`src/rtl/alu_pkg.sv`:
```
// alu_pkg: shared definitions for the ALU issue wrapper.
//   - opcode / operand / result widths
//   - 4-bit opcode constants (4'b0000..4'b1010; 4'b1011..4'b1111 are unused)
//   - packed command type {sel, b, a} as stored in the command FIFO
//   - is_divzero(): true for div/mod commands whose divisor is zero
package alu_pkg;

  localparam int unsigned OP_W   = 4;
  localparam int unsigned OPND_W = 8;
  localparam int unsigned RES_W  = 16;

  localparam logic [OP_W-1:0] OP_ADD  = 4'b0000;
  localparam logic [OP_W-1:0] OP_INC  = 4'b0001;
  localparam logic [OP_W-1:0] OP_SUB  = 4'b0010;
  localparam logic [OP_W-1:0] OP_MUL  = 4'b0011;
  localparam logic [OP_W-1:0] OP_DIV  = 4'b0100;
  localparam logic [OP_W-1:0] OP_MOD  = 4'b0101;
  localparam logic [OP_W-1:0] OP_AND  = 4'b0110;
  localparam logic [OP_W-1:0] OP_OR   = 4'b0111;
  localparam logic [OP_W-1:0] OP_NAND = 4'b1000;
  localparam logic [OP_W-1:0] OP_NOR  = 4'b1001;
  localparam logic [OP_W-1:0] OP_XOR  = 4'b1010;

  typedef struct packed {
    logic [OP_W-1:0]   sel;
    logic [OPND_W-1:0] b;
    logic [OPND_W-1:0] a;
  } alu_cmd_t;

  function automatic logic is_divzero(input alu_cmd_t c);
    return ((c.sel == OP_DIV) || (c.sel == OP_MOD)) && (c.b == '0);
  endfunction

endpackage

```
`src/rtl/alu_cmd_fifo.sv`:
```
// alu_cmd_fifo: synchronous FIFO of alu_cmd_t entries.
// Ports:
//   clk, rst        rising-edge clock, asynchronous active-high reset
//   push_i          write push_data_i (ignored while full)
//   push_data_i     command to store
//   pop_i           advance read pointer (ignored while empty)
//   pop_data_o      head entry (combinational read of the head slot)
//   full_o/empty_o  occupancy flags, derived from the registered level only
//   level_o         occupancy 0..DEPTH
// DEPTH must be a power of two >= 2 so pointers wrap naturally.
module alu_cmd_fifo
  import alu_pkg::*;
#(
  parameter int unsigned DEPTH = 4
) (
  input  logic                     clk,
  input  logic                     rst,
  input  logic                     push_i,
  input  alu_cmd_t                 push_data_i,
  input  logic                     pop_i,
  output alu_cmd_t                 pop_data_o,
  output logic                     full_o,
  output logic                     empty_o,
  output logic [$clog2(DEPTH):0]   level_o
);

  localparam int unsigned PTR_W = $clog2(DEPTH);
  localparam int unsigned LVL_W = PTR_W + 1;

  alu_cmd_t          mem_q [DEPTH];
  logic [PTR_W-1:0]  wr_ptr_q, wr_ptr_d;
  logic [PTR_W-1:0]  rd_ptr_q, rd_ptr_d;
  logic [LVL_W-1:0]  level_q, level_d;
  logic              do_push, do_pop;

  assign full_o     = (level_q == LVL_W'(DEPTH));
  assign empty_o    = (level_q == '0);
  assign level_o    = level_q;
  assign pop_data_o = mem_q[rd_ptr_q];

  // Full blocks a push even when a pop happens in the same cycle, so ready
  // never depends combinationally on the consumer side.
  assign do_push = push_i && !full_o;
  assign do_pop  = pop_i && !empty_o;

  always_comb begin
    wr_ptr_d = wr_ptr_q;
    rd_ptr_d = rd_ptr_q;
    level_d  = level_q;
    if (do_push) wr_ptr_d = wr_ptr_q + PTR_W'(1);
    if (do_pop)  rd_ptr_d = rd_ptr_q + PTR_W'(1);
    case ({do_push, do_pop})
      2'b10:   level_d = level_q + LVL_W'(1);
      2'b01:   level_d = level_q - LVL_W'(1);
      default: level_d = level_q;
    endcase
  end

  always_ff @(posedge clk or posedge rst) begin
    if (rst) begin
      wr_ptr_q <= '0;
      rd_ptr_q <= '0;
      level_q  <= '0;
    end else begin
      wr_ptr_q <= wr_ptr_d;
      rd_ptr_q <= rd_ptr_d;
      level_q  <= level_d;
    end
  end

  // Storage needs no reset: a slot is only read after it has been written.
  always_ff @(posedge clk) begin
    if (do_push) mem_q[wr_ptr_q] <= push_data_i;
  end

endmodule

```
`src/rtl/alu_issue_ctrl.sv`:
```
// alu_issue_ctrl: buffers ALU commands, issues them one at a time to the
// external combinational ALU and registers each result on a valid/ready
// response port.
// Ports:
//   clk, rst                      clock, asynchronous active-high reset
//   cmd_valid/cmd_ready           command handshake (cmd_ready = !full)
//   cmd_a, cmd_b, cmd_sel         command operands and opcode
//   alu_a, alu_b, alu_sel         registered drive to the ALU
//   alu_out                       ALU result (combinational from alu_*)
//   rsp_valid/rsp_ready           response handshake
//   rsp_data, rsp_sel, rsp_err    registered result, its opcode, div/mod-by-0 flag
//   level                         command FIFO occupancy
// Build option: define ALU_DIVZERO_CHECK_EN to replace div/mod-by-zero
// results with 16'hFFFF and raise rsp_err; otherwise rsp_err is constant 0.
module alu_issue_ctrl
  import alu_pkg::*;
#(
  parameter int unsigned FIFO_DEPTH = 4
) (
  input  logic                          clk,
  input  logic                          rst,
  input  logic                          cmd_valid,
  output logic                          cmd_ready,
  input  logic [7:0]                    cmd_a,
  input  logic [7:0]                    cmd_b,
  input  logic [3:0]                    cmd_sel,
  output logic [7:0]                    alu_a,
  output logic [7:0]                    alu_b,
  output logic [3:0]                    alu_sel,
  input  logic [15:0]                   alu_out,
  output logic                          rsp_valid,
  input  logic                          rsp_ready,
  output logic [15:0]                   rsp_data,
  output logic [3:0]                    rsp_sel,
  output logic                          rsp_err,
  output logic [$clog2(FIFO_DEPTH):0]   level
);

  localparam logic [1:0] ST_IDLE  = 2'd0;
  localparam logic [1:0] ST_ISSUE = 2'd1;
  localparam logic [1:0] ST_HOLD  = 2'd2;

  logic [1:0]       state_q, state_d;
  alu_cmd_t         alu_cmd_q, alu_cmd_d;
  logic             rsp_valid_q, rsp_valid_d;
  logic [RES_W-1:0] rsp_data_q, rsp_data_d;
  logic [OP_W-1:0]  rsp_sel_q, rsp_sel_d;

  alu_cmd_t         push_cmd;
  alu_cmd_t         head_cmd;
  logic             fifo_full, fifo_empty, fifo_pop;

  assign push_cmd = '{sel: cmd_sel, b: cmd_b, a: cmd_a};

  alu_cmd_fifo #(
    .DEPTH (FIFO_DEPTH)
  ) u_fifo (
    .clk         (clk),
    .rst         (rst),
    .push_i      (cmd_valid),
    .push_data_i (push_cmd),
    .pop_i       (fifo_pop),
    .pop_data_o  (head_cmd),
    .full_o      (fifo_full),
    .empty_o     (fifo_empty),
    .level_o     (level)
  );

  assign cmd_ready = !fifo_full;

`ifdef ALU_DIVZERO_CHECK_EN
  logic rsp_err_q, rsp_err_d;
  assign rsp_err = rsp_err_q;
`else
  assign rsp_err = 1'b0;
`endif

  always_comb begin
    state_d     = state_q;
    alu_cmd_d   = alu_cmd_q;
    rsp_valid_d = rsp_valid_q;
    rsp_data_d  = rsp_data_q;
    rsp_sel_d   = rsp_sel_q;
    fifo_pop    = 1'b0;
`ifdef ALU_DIVZERO_CHECK_EN
    rsp_err_d   = rsp_err_q;
`endif
    case (state_q)
      ST_IDLE: begin
        if (!fifo_empty) begin
          fifo_pop  = 1'b1;
          alu_cmd_d = head_cmd;
          state_d   = ST_ISSUE;
        end
      end
      ST_ISSUE: begin
        rsp_valid_d = 1'b1;
        rsp_sel_d   = alu_cmd_q.sel;
`ifdef ALU_DIVZERO_CHECK_EN
        if (is_divzero(alu_cmd_q)) begin
          rsp_data_d = '1;
          rsp_err_d  = 1'b1;
        end else begin
          rsp_data_d = alu_out;
          rsp_err_d  = 1'b0;
        end
`else
        rsp_data_d  = alu_out;
`endif
        state_d     = ST_HOLD;
      end
      ST_HOLD: begin
        // Accepting a response and issuing the next command share one edge,
        // giving one result every two cycles under continuous ready.
        if (rsp_valid_q && rsp_ready) begin
          rsp_valid_d = 1'b0;
          if (!fifo_empty) begin
            fifo_pop  = 1'b1;
            alu_cmd_d = head_cmd;
            state_d   = ST_ISSUE;
          end else begin
            state_d   = ST_IDLE;
          end
        end
      end
      default: state_d = ST_IDLE;
    endcase
  end

  always_ff @(posedge clk or posedge rst) begin
    if (rst) begin
      state_q     <= ST_IDLE;
      alu_cmd_q   <= '0;
      rsp_valid_q <= 1'b0;
      rsp_data_q  <= '0;
      rsp_sel_q   <= '0;
    end else begin
      state_q     <= state_d;
      alu_cmd_q   <= alu_cmd_d;
      rsp_valid_q <= rsp_valid_d;
      rsp_data_q  <= rsp_data_d;
      rsp_sel_q   <= rsp_sel_d;
    end
  end

`ifdef ALU_DIVZERO_CHECK_EN
  always_ff @(posedge clk or posedge rst) begin
    if (rst) rsp_err_q <= 1'b0;
    else     rsp_err_q <= rsp_err_d;
  end
`endif

  assign alu_a     = alu_cmd_q.a;
  assign alu_b     = alu_cmd_q.b;
  assign alu_sel   = alu_cmd_q.sel;
  assign rsp_valid = rsp_valid_q;
  assign rsp_data  = rsp_data_q;
  assign rsp_sel   = rsp_sel_q;

endmodule

```
`config.mk`:
```
export PLATFORM = sky130hd
export DESIGN_NAME = alu_issue_ctrl
export DESIGN_NICKNAME = d
export VERILOG_FILES = /design/src/rtl/alu_pkg.sv /design/src/rtl/alu_cmd_fifo.sv /design/src/rtl/alu_issue_ctrl.sv
export SDC_FILE = /design/constraint.sdc
export NUM_CORES = 1
export LEC_CHECK = 0
export BUFFER_PORTS_ARGS = -buffer_cell sky130_fd_sc_hd__buf_4
export CAP_MARGIN = 25
export CORE_MARGIN = 4
export CORE_UTILIZATION = 40
export CTS_CLUSTER_SIZE = 12
export DETAILED_ROUTE_END_ITERATION = 10
export PLACE_DENSITY_LB_ADDON = 0.3
export REMOVE_ABC_BUFFERS = 1
export SYNTH_ARGS = -nofsm -noshare
export SYNTH_HDL_FRONTEND = slang
export SYNTH_HIERARCHICAL = 1
export SYNTH_SLANG_ARGS = --single-unit
export TNS_END_PERCENT = 5
```
`constraint.sdc`:
```
create_clock -name clk -period 2.65 [get_ports clk]
set_input_delay 0.53 -clock clk [delete_from_list [all_inputs] [get_ports clk]]
set_output_delay 0.53 -clock clk [all_outputs]
set_load 0.02 [all_outputs]
```
# Word level (Yosys, flattened, before mapping)
# Memories as Yosys holds them, arrays and structs flattened.
# Cells that the tools add are included.
# classes
n_addsub	4
eq_ne	7
muxes	15
reduce_logical	13
# ops
cell	count
20-bit 2-to-1 mux	2
20-bit one-hot mux with 2 select lines	1
1-bit 2-to-1 mux	6
2-bit one-hot mux with 3 select lines	1
3-bit one-hot mux with 2 select lines	1
2-bit AND reduction	3
2-bit nonzero test	3
2-bit by 1-bit adder with 2-bit output (second input constant)	2
2-bit by 1-bit equality test with 1-bit output (second input constant)	2
2-bit equality test (second input constant)	2
2-bit 2-to-1 mux	2
2-bit inequality test (second input constant)	2
1-bit one-hot mux with 2 select lines	2
3-bit by 1-bit adder with 3-bit output (second input constant)	1
3-bit equality test (second input constant)	1
1-bit logical AND	3
3-bit zero test	1
3-bit by 1-bit subtractor with 3-bit output (second input constant)	1
1-bit zero test	2
2-bit zero test	1
# word_totals
regBits	50
mem_bits_rw	80
input_bits	40
output_inout_bits	46
wordCells	50
n_memories	1
# mem_list
name	words	word_bits	rd	rd_ports_with_merged_regs	write_ports	line_no	rtl
u_fifo.mem_q	4	20	1	0	1	alu_cmd_fifo.sv:30	alu_cmd_t mem_q [DEPTH];

# Logic depth before layout (Yosys ltp)
# Gate-level depths: netlist of the first run.
# logic_depth
word_depth	7
depth_mapped	9
mapped_depth_nobuf	9

# Cells and area by module
# Netlist of the first run, hierarchy kept.
# modules_own_cells
mod	instances	cells_each	area_per_inst_um2	seq_area_each_um2
alu_cmd_fifo	1	142	3335.7	2577.5
alu_issue_ctrl	1	99	1725.4	1076.0

# Worst setup path before layout of the first run
# Ideal clock, no wire load.
# synth_timing
kind	register -> register
startpoint	register u_fifo.level_q[0] (netlist: u_fifo/level_o[0])
endpoint	register u_fifo.level_q[2] (netlist: u_fifo/level_o[2])
setup_ns	0.080
t_arrival_ns	2.086
required_ns	2.570
path_slack_ns	0.484
stages_incl_launch_ff	10
path_buffers	0
period_less_slack_ns	2.166
cell_sequence	dfrtp_1 nor3_1 a211oi_1 o31a_2 ha_1 inv_1 fa_1 xor2_1 nor2_1 xor2_1
# synth_via
elab_chain_cells	7
word_cells_on_any_way	15
cone_classes	add/sub (2); eq/ne (3); mux (4); reduce/logical (6)
# synth_rtl
item	line_no	rtl
start, declared	alu_cmd_fifo.sv:33	logic [LVL_W-1:0] level_q, level_d;
start signal, assigned	alu_cmd_fifo.sv:67	level_q <= level_d;
3-bit zero test (*)	alu_cmd_fifo.sv:37	assign empty_o = (level_q == '0);
named net fifo_empty	alu_issue_ctrl.sv:51	logic fifo_full, fifo_empty, fifo_pop;
1-bit 2-to-1 mux (*)	alu_issue_ctrl.sv:90, alu_issue_ctrl.sv:117	
1-bit 2-to-1 mux	alu_issue_ctrl.sv:115	if (rsp_valid_q && rsp_ready) begin
1-bit one-hot mux with 2 select lines (*)	alu_issue_ctrl.sv:88	case (state_q)
named net fifo_pop	alu_issue_ctrl.sv:51	
1-bit logical AND (*)	alu_cmd_fifo.sv:44	assign do_pop = pop_i && !empty_o;
named net u_fifo.do_pop	alu_cmd_fifo.sv:34	logic do_push, do_pop;
2-bit by 1-bit equality test with 1-bit output / 2-bit equality test (equally long branches)	alu_cmd_fifo.sv:52	case ({do_push, do_pop})
3-bit one-hot mux with 2 select lines / 2-bit nonzero test (equally long branches)	-	
# Mark *: on every way through the listed nets, which the timed path passes. The rest lies on a longest branch.
# A chain may end at the register's enable or synchronous reset.

# Worst setup path after layout of the first run
# Ends and elaborated chain as after synthesis.

==> impl_metrics.py, run 1 <==
metrics = {
    "sta": {
        "finalHoldViolCount": 0,
        "slew_headroom_pct": 60.2,
        "rsz0062_at_grt": "false",
        "max_clock_freq_ghz": 0.429,
        "holdWs_ps": 73.7,
        "finalSetupTns_ps": 0,
        "final-setup-viol-count": 0,
        "fin_skew_ps": 10.3,
        "min_period_ps": 2330,
        "maxSlewViolCount": 0,
        "fin_crit_sh_pct": 88.0,
        "worst_pin_slew_ps": 596,
    },
    "synthesis": {
        "synth_top_family_by_area": "multiplexers",
        "synth_fa_ha_area_share_pct": 1.63,
        "synth_mux_area_share_pct": 19.8,
        "synth.distinct_cells": 29,
        "synth_area_sq_um": 5060,
        "ys_warn_count": 6,
        "synth_seq_cells": 130,
        "synth_compound_area_share_pct": 1.06,
        "synth-xor-area-share_pct": 1.04,
        "netlist_instances": 241,
        "avgSynthCellArea_sq_um": 21.0,
        "synth-simple-area-share_pct": 2.03,
        "synth-seq-area-share_pct": 72.2,
    },
    "placement": {
        "place_congestion": 0.750,
        "io_buffers": 84,
        "dpl.hpwl_um": 5450,
    },
    "pwr": {
        "power_density_nw_per_um2": 1340,
        "combPwrFrac_pct": 36.4,
        "internal-power_mw": 5.88,
        "clkPwrFrac_pct": 26.9,
        "vdd.ir_drop.worst_uv": 427,
        "p_sw_mw": 2.82,
        "p_sw_share_pct": 32.4,
        "power_frac_seq_pct": 36.7,
        "p_leak_nw": 2.59,
    },
    "floorplanning": {
        "io_pins": 86,
        "core_sq_um": 12200,
        "die_area_sq_um": 14500,
        "start_util_pct": 41.4,
        "fp.dieW_um": 120,
        "row_count": 40,
        "die_h_um": 120,
    },
    "finish": {
        "fin_util_pct": 53.0,
        "nets": 386,
        "regArea_sq_um": 3650,
        "multi_input_area_sq_um": 1300,
        "diodes": 0,
        "n_fill_cell": 1010,
        "syn_to_final_growth_pct": 28.0,
        "drive_above_1_share_pct": 54.1,
    },
    "route": {
        "detail-route-antenna-nets": 0,
        "wire_per_inst_um": 16.6,
        "drtIter0Drc": 110,
        "vias_per_cell": 4.72,
        "first_pass_iters": 4,
        "via_count": 2459,
        "drcViolationCount": 0,
        "wl_um": 8630,
    },
    "clock_network": {
        "ctsResizeCount": 0,
        "cts_sinks": 130,
        "cts_tree": "yes",
        "h-tree-depth": 4,
        "cts_buffers": 17,
        "post-cts-setup-buffers": 0,
        "cts.clk_slew.worst_paths_ps": 60,
        "clk_root_buffer_cell": "clkbuf_16",
        "clockBufferDepth": 2,
        "cts_hold_buf": 0,
        "clk_latency_ps": 410,
    },
    "global_routing": {
        "grt_pass1_wl_um": 14300,
        "grt-ovfl-total": 0,
        "grt_usage_pct": 13.0,
        "grt_pass1_vias": 2663,
        "grt_max_degree": 44,
        "antenna_found_initial": 0,
    },
    "worst_setup_path": {
        "reg2reg_slack_ps": 320,
        "reg2reg_from": "u_fifo/level_o[0]",
        "startpoint": "u_fifo/level_o[0]",
        "crit_fanout": 6,
        "cp-endpoint": "u_fifo/level_o[2]",
        "cp-end-kind": "flip-flop",
        "r2r_cells": 9,
        "critPathKind": "flip-flop to flip-flop",
        "worstPathArrival_ps": 2650,
        "reg2reg_to": "u_fifo/level_o[2]",
        "worstSetupStartpointType": "flip-flop",
        "critPathRequiredTime_ps": 2960,
    },
    "flow_run": {
        "drv_cap": 0,
    },
    "status": {
        "run_status": "finished, final reports clean",
    },
    "min_path": {
        "worst_hold_path_type": "input pin to async pin",
    },
}
final cells by class:
cell class / count / share of cell area [%]
tap: 168 / 3.25
clock buffer: 17 / 6.57
clock inverter: 15 / 2.74
inverter: 9 / 0.522
multi-input combinational: 93 / 20.0
timing repair buffer: 89 / 10.5
sequential: 130 / 56.4
synth_stat cells:
| library cell | count | area (sq um) |
|---|---|---|
| a211oi_1 | 1 | 7.51 |
| inv_1 | 9 | 33.8 |
| xnor2_1 | 3 | 26.3 |
| o21bai_1 | 1 | 7.51 |
| nor2b_4 | 2 | 27.5 |
| o31a_2 | 1 | 10.0 |
| nor2_1 | 1 | 3.75 |
| o22a_1 | 1 | 8.76 |
| conb_1 | 1 | 3.75 |
| buf_2 | 2 | 10.0 |
| nand2_2 | 1 | 6.26 |
| mux2_1 | 1 | 11.3 |
| xor2_1 | 3 | 26.3 |
| nand2_1 | 3 | 11.3 |
| ha_1 | 5 | 62.6 |
| edfxtp_1 | 80 | 2400 |
| mux4_1 | 1 | 26.3 |
| mux2i_1 | 1 | 10.0 |
| buf_6 | 4 | 45.0 |
| nor3b_4 | 1 | 18.8 |
| mux2_4 | 20 | 300 |
| and2_2 | 4 | 30.0 |
| a211oi_4 | 1 | 20.0 |
| mux4_2 | 19 | 428 |
| dfrtp_1 | 50 | 1250 |
| mux2_2 | 20 | 225 |
| fa_1 | 1 | 20.0 |
| nor3_1 | 1 | 5.00 |
| buf_4 | 3 | 22.5 |
layout by cell type (no fill, tap or decap), types with 2 or more instances in the layout:
cell type   n
mux2_2     20
edfxtp_1   80
dfrtp_1    50
buf_4      88
clkbuf_16  17
xnor2_1     3
ha_1        5
mux4_2     19
nor2b_4     2
inv_1       8
nand2_1     3
inv_8       7
and2_2      4
xor2_1      3
inv_6       6
mux2_4     20
through the flow:
stage / power, mW / instance area (sq um) / setup WS [ps] / std cells
3_3_place_gp: 6.35 / 5850 / 390 / 488
3_5_place_dp: 6.44 / 5850 / 342 / 488
6_report: 8.69 / 6480 / 318 / 521
2_1_floorplan: 5.34 / 4980 / 462 / 232
4_1_cts: 8.82 / 6460 / 388 / 520
5_1_grt: 9.18 / 6480 / 124 / 521
power groups by stage:
stage	sequential [mW]	clock, mW	combinational, mW
2_1_floorplan	3.69	0	1.64
4_1_cts	3.20	2.40	3.22
3_3_place_gp	3.20	0	3.15
3_5_place_dp	3.23	0	3.21
6_report	3.19	2.34	3.16
5_1_grt	3.27	2.50	3.41
sequential cells by signal, summed over array words and instances, names as in the netlist:
signal / flops
rsp_data: 16
alu_b: 8
alu_a: 8
alu_sel: 4
state_q: 2
rsp_sel: 4
u_fifo/wr_ptr_q: 2
u_fifo/rd_ptr_q: 2
u_fifo/level_o: 3
rsp_valid: 1
u_fifo/mem_q: 80
cells by family after synthesis:
logic type                 Yosys count
xor gates and xnor gates             6
DFF                                130
buffers and inverters               18
and+or+nand+nor                     13
AOI/OAI and AO/OA                    5
other                                1
adders and majority gates            6
muxes                               62
critical path, cell delays in order, from the launching register on:
cell      delay (ps)
dfrtp_1          490
nor3_1           160
a211oi_1         250
o31a_2           230
ha_1             190
inv_1             60
fa_1             370
xor2_1           150
nor2_1           160
xor2_1           190
routing by layer:
metal	routed length, um	vias up	track usage [%]	part of all wire, %
met5	0	-	0	0
met4	99	0	4.89	1.1
met2	4470	71	21.5	52
met3	530	8	4.16	6.1
met1	3540	1259	15.9	41
li1	-	1121	-	-
worst min-delay path by stage:
stage / startpoint / to / slack, ps / depth (start not counted)
floorplan: rst / u_fifo/level_o[0] / 330 / 1
global placement: rsp_data[15] / rsp_data[15] / 470 / 1
detailed placement: u_fifo/rd_ptr_q[0] / u_fifo/rd_ptr_q[0] / 490 / 1
CTS: rst / u_fifo/level_o[0] / 70 / 2
global route: rst / u_fifo/level_o[0] / 80 / 2
finish: rst / u_fifo/level_o[0] / 70 / 2
Note: power is estimated with default switching activity, not from simulation.
==> inputs of run 2 (changes only) <==
--- a/config.mk
+++ b/config.mk
@@ -5,8 +5,9 @@
 export SDC_FILE = /design/constraint.sdc
 export NUM_CORES = 1
 export LEC_CHECK = 0
+export ABC_AREA = 1
 export BUFFER_PORTS_ARGS = -buffer_cell sky130_fd_sc_hd__buf_4
-export CAP_MARGIN = 25
+export CAP_MARGIN = 20
 export CORE_MARGIN = 4
 export CORE_UTILIZATION = 40
 export CTS_CLUSTER_SIZE = 12
==> impl_metrics.py, run 2 <==
metrics = {
    "sta": {
        "final-setup-viol-count": 0,
        "fin_crit_sh_pct": 80.8,
        "rsz0062_at_grt": "false",
        "fin_skew_ps": 9.44,
        "finalSetupTns_ps": 0,
        "worst_pin_slew_ps": 784,
        "min_period_ps": 2140,
        "finalHoldViolCount": 0,
        "holdWs_ps": 80.7,
        "maxSlewViolCount": 0,
        "slew_headroom_pct": 47.6,
        "max_clock_freq_ghz": 0.467,
    },
    "finish": {
        "largest-register": "u_fifo/mem_q",
        "diodes": 0,
        "drive_above_1_share_pct": 22.8,
        "n_fill_cell": 1106,
        "final_cell_mix": "nand2_1, buf_4, edfxtp_1, inv_1, dfrtp_1",
        "syn_to_final_growth_pct": 26.4,
        "layout_commonest_cell": "nand2_1",
        "largest_reg_flops": 80,
        "nets": 621,
    },
    "clock_network": {
        "clk_root_buffer_cell": "clkbuf_16",
        "h-tree-depth": 4,
        "cts_hold_buf": 0,
        "cts.clk_slew.worst_paths_ps": 50,
        "cts_tree": "yes",
        "ctsResizeCount": 0,
        "clockBufferDepth": 2,
        "clk_latency_ps": 410,
        "cts_buffers": 17,
        "post-cts-setup-buffers": 0,
        "cts_sinks": 130,
    },
    "placement": {
        "place_congestion": 0.739,
        "dpl.hpwl_um": 6880,
        "io_buffers": 84,
    },
    "pwr": {
        "p_leak_nw": 3.19,
        "power_density_nw_per_um2": 857,
        "vdd.ir_drop.worst_uv": 783,
    },
    "synthesis": {
        "yosys-top-cells-area": "edfxtp_1, dfrtp_1, nand2_1, o211ai_1, inv_1",
        "synth-edff-count": 80,
        "synth-seq-area-share_pct": 68.3,
        "synthArstFlopShare_pct": 38.5,
        "avgSynthCellArea_sq_um": 11.0,
        "synth_common_cells": "nand2_1, edfxtp_1, inv_1",
        "ys_warn_count": 6,
        "synth_area_sq_um": 5350,
        "synth_top_cell_by_area": "edfxtp_1",
        "synth.distinct_cells": 21,
        "yosysMostFrequentCell": "nand2_1",
        "synth_top_area_share_pct": 44.9,
        "netlist_instances": 485,
        "synthFlopType": "edfxtp_1",
        "synth_seq_cells": 130,
    },
    "route": {
        "via_count": 3529,
        "drtIter0Drc": 237,
        "wl_um": 10800,
        "wire_per_inst_um": 14.3,
        "drcViolationCount": 0,
        "detail-route-antenna-nets": 0,
        "vias_per_cell": 4.64,
        "first_pass_iters": 5,
    },
    "floorplanning": {
        "core_sq_um": 12900,
        "row_count": 41,
        "fp.dieW_um": 124,
        "die_h_um": 124,
        "io_pins": 86,
        "die_area_sq_um": 15300,
        "start_util_pct": 41.5,
    },
    "global_routing": {
        "grt_pass1_wl_um": 17700,
        "grt_busiest_layer": "met2",
        "grt_max_degree": 56,
        "grt_usage_pct": 15.2,
        "antenna_found_initial": 0,
        "grt-ovfl-total": 0,
        "grt_pass1_vias": 3524,
        "use_met1_pct": 20.0,
        "met3_usage_pct": 3.81,
        "grt_use_met2_pct": 24.5,
    },
    "worst_setup_path": {
        "crit_chain": "inv_1, nand3_1, inv_1, nor2_2, nand2_2, inv_1, nand2_1, inv_1, ha_1, inv_1, fa_1, nand2_1, nand3_1, nand2_1, nand2_1",
        "worstPathArrival_ps": 2440,
        "cp-end-kind": "flip-flop",
        "crit_fanout": 5,
        "critPathKind": "flip-flop to flip-flop",
        "cp_slowest_stage_delay_ps": 380,
        "critPathRequiredTime_ps": 2940,
        "worst_path_most_repeated_cell": "inv_1",
        "slowest_stage": "fa_1",
        "worstSetupStartpointType": "flip-flop",
    },
    "flow_run": {
        "drv_cap": 0,
    },
    "min_path": {
        "worst_hold_path_type": "input pin to async pin",
    },
    "status": {
        "run_status": "finished, final reports clean",
    },
}
## run 2: path summary, 6_finish.rpt
kind	from	endpoint	slack (ps)	cells past startpoint
worst max register to register	u_fifo/level_o[1]	u_fifo/level_o[2]	510	15
worst min-delay path	rst	u_fifo/level_o[0]	80	2
min in group clk	cmd_a[3]	u_fifo/mem_q[2][3]	330	1
worst min register to register	rsp_sel[2]	rsp_sel[2]	470	2
max in group asynchronous	rst	rsp_data[14]	1780	3
worst max-delay path	u_fifo/level_o[1]	u_fifo/level_o[2]	510	15
## run 2: cells by family (layout without fill, tap and decap cells)
kind of cell | after synthesis | count (layout) | share of synthesized area (%)
AO/OA/AOI/OAI | 43 | 43 | 5.90
XOR/XNOR | 1 | 1 | 0.164
adder cells (fa/ha/maj) | 6 | 6 | 1.54
buffers and inverters | 89 | 192 | 7.91
flip-flops | 130 | 130 | 68.3
other | 1 | 1 | 0.0701
AND/OR/NAND/NOR | 215 | 215 | 16.1
## run 2: metal layers
metal | wire, um | up-vias | share of wire [%]
met5 | 0 | - | 0
met2 | 5070 | 114 | 47
met4 | 57 | 0 | 0.53
met1 | 4910 | 1650 | 45
met3 | 798 | 4 | 7.4
li1 | - | 1761 | -
## run 2: final cells by class
type                       count  area, sq um  share of cell area (%)
multi-input combinational    266         1280                    18.9
inverter                      66          248                    3.67
tap                          172          215                    3.18
clock buffer                  21          460                    6.81
clock inverter                11          183                    2.70
timing repair buffer          94          718                    10.6
sequential                   130         3650                    54.1
## run 2: metrics by stage
stage	area [sq um]	instances	power, mW	worst slack, ps	utilization (%)
floorplan	5170	462	3.02	-115	-
global placement	6110	728	3.31	637	47.5
detailed placement	6110	728	3.35	512	47.5
CTS	6760	760	5.86	500	52.5
global route	6760	760	6.06	258	52.5
finish	6760	760	5.79	508	52.5
## run 2: power by group
group	leakage, nW	internal (mW)	switching [mW]
combinational	1.55	0.243	0.507
clock	0.308	1.71	0.789
sequential	1.33	2.46	0.0830
total	3.19	4.41	1.38
## run 2: worst max-delay path, delay by kind of cell, from the launching register on
kind	cells	cell delay (ps)
fa+ha+maj	2	540
flops	1	370
buf+inv	5	390
simple gates	8	740
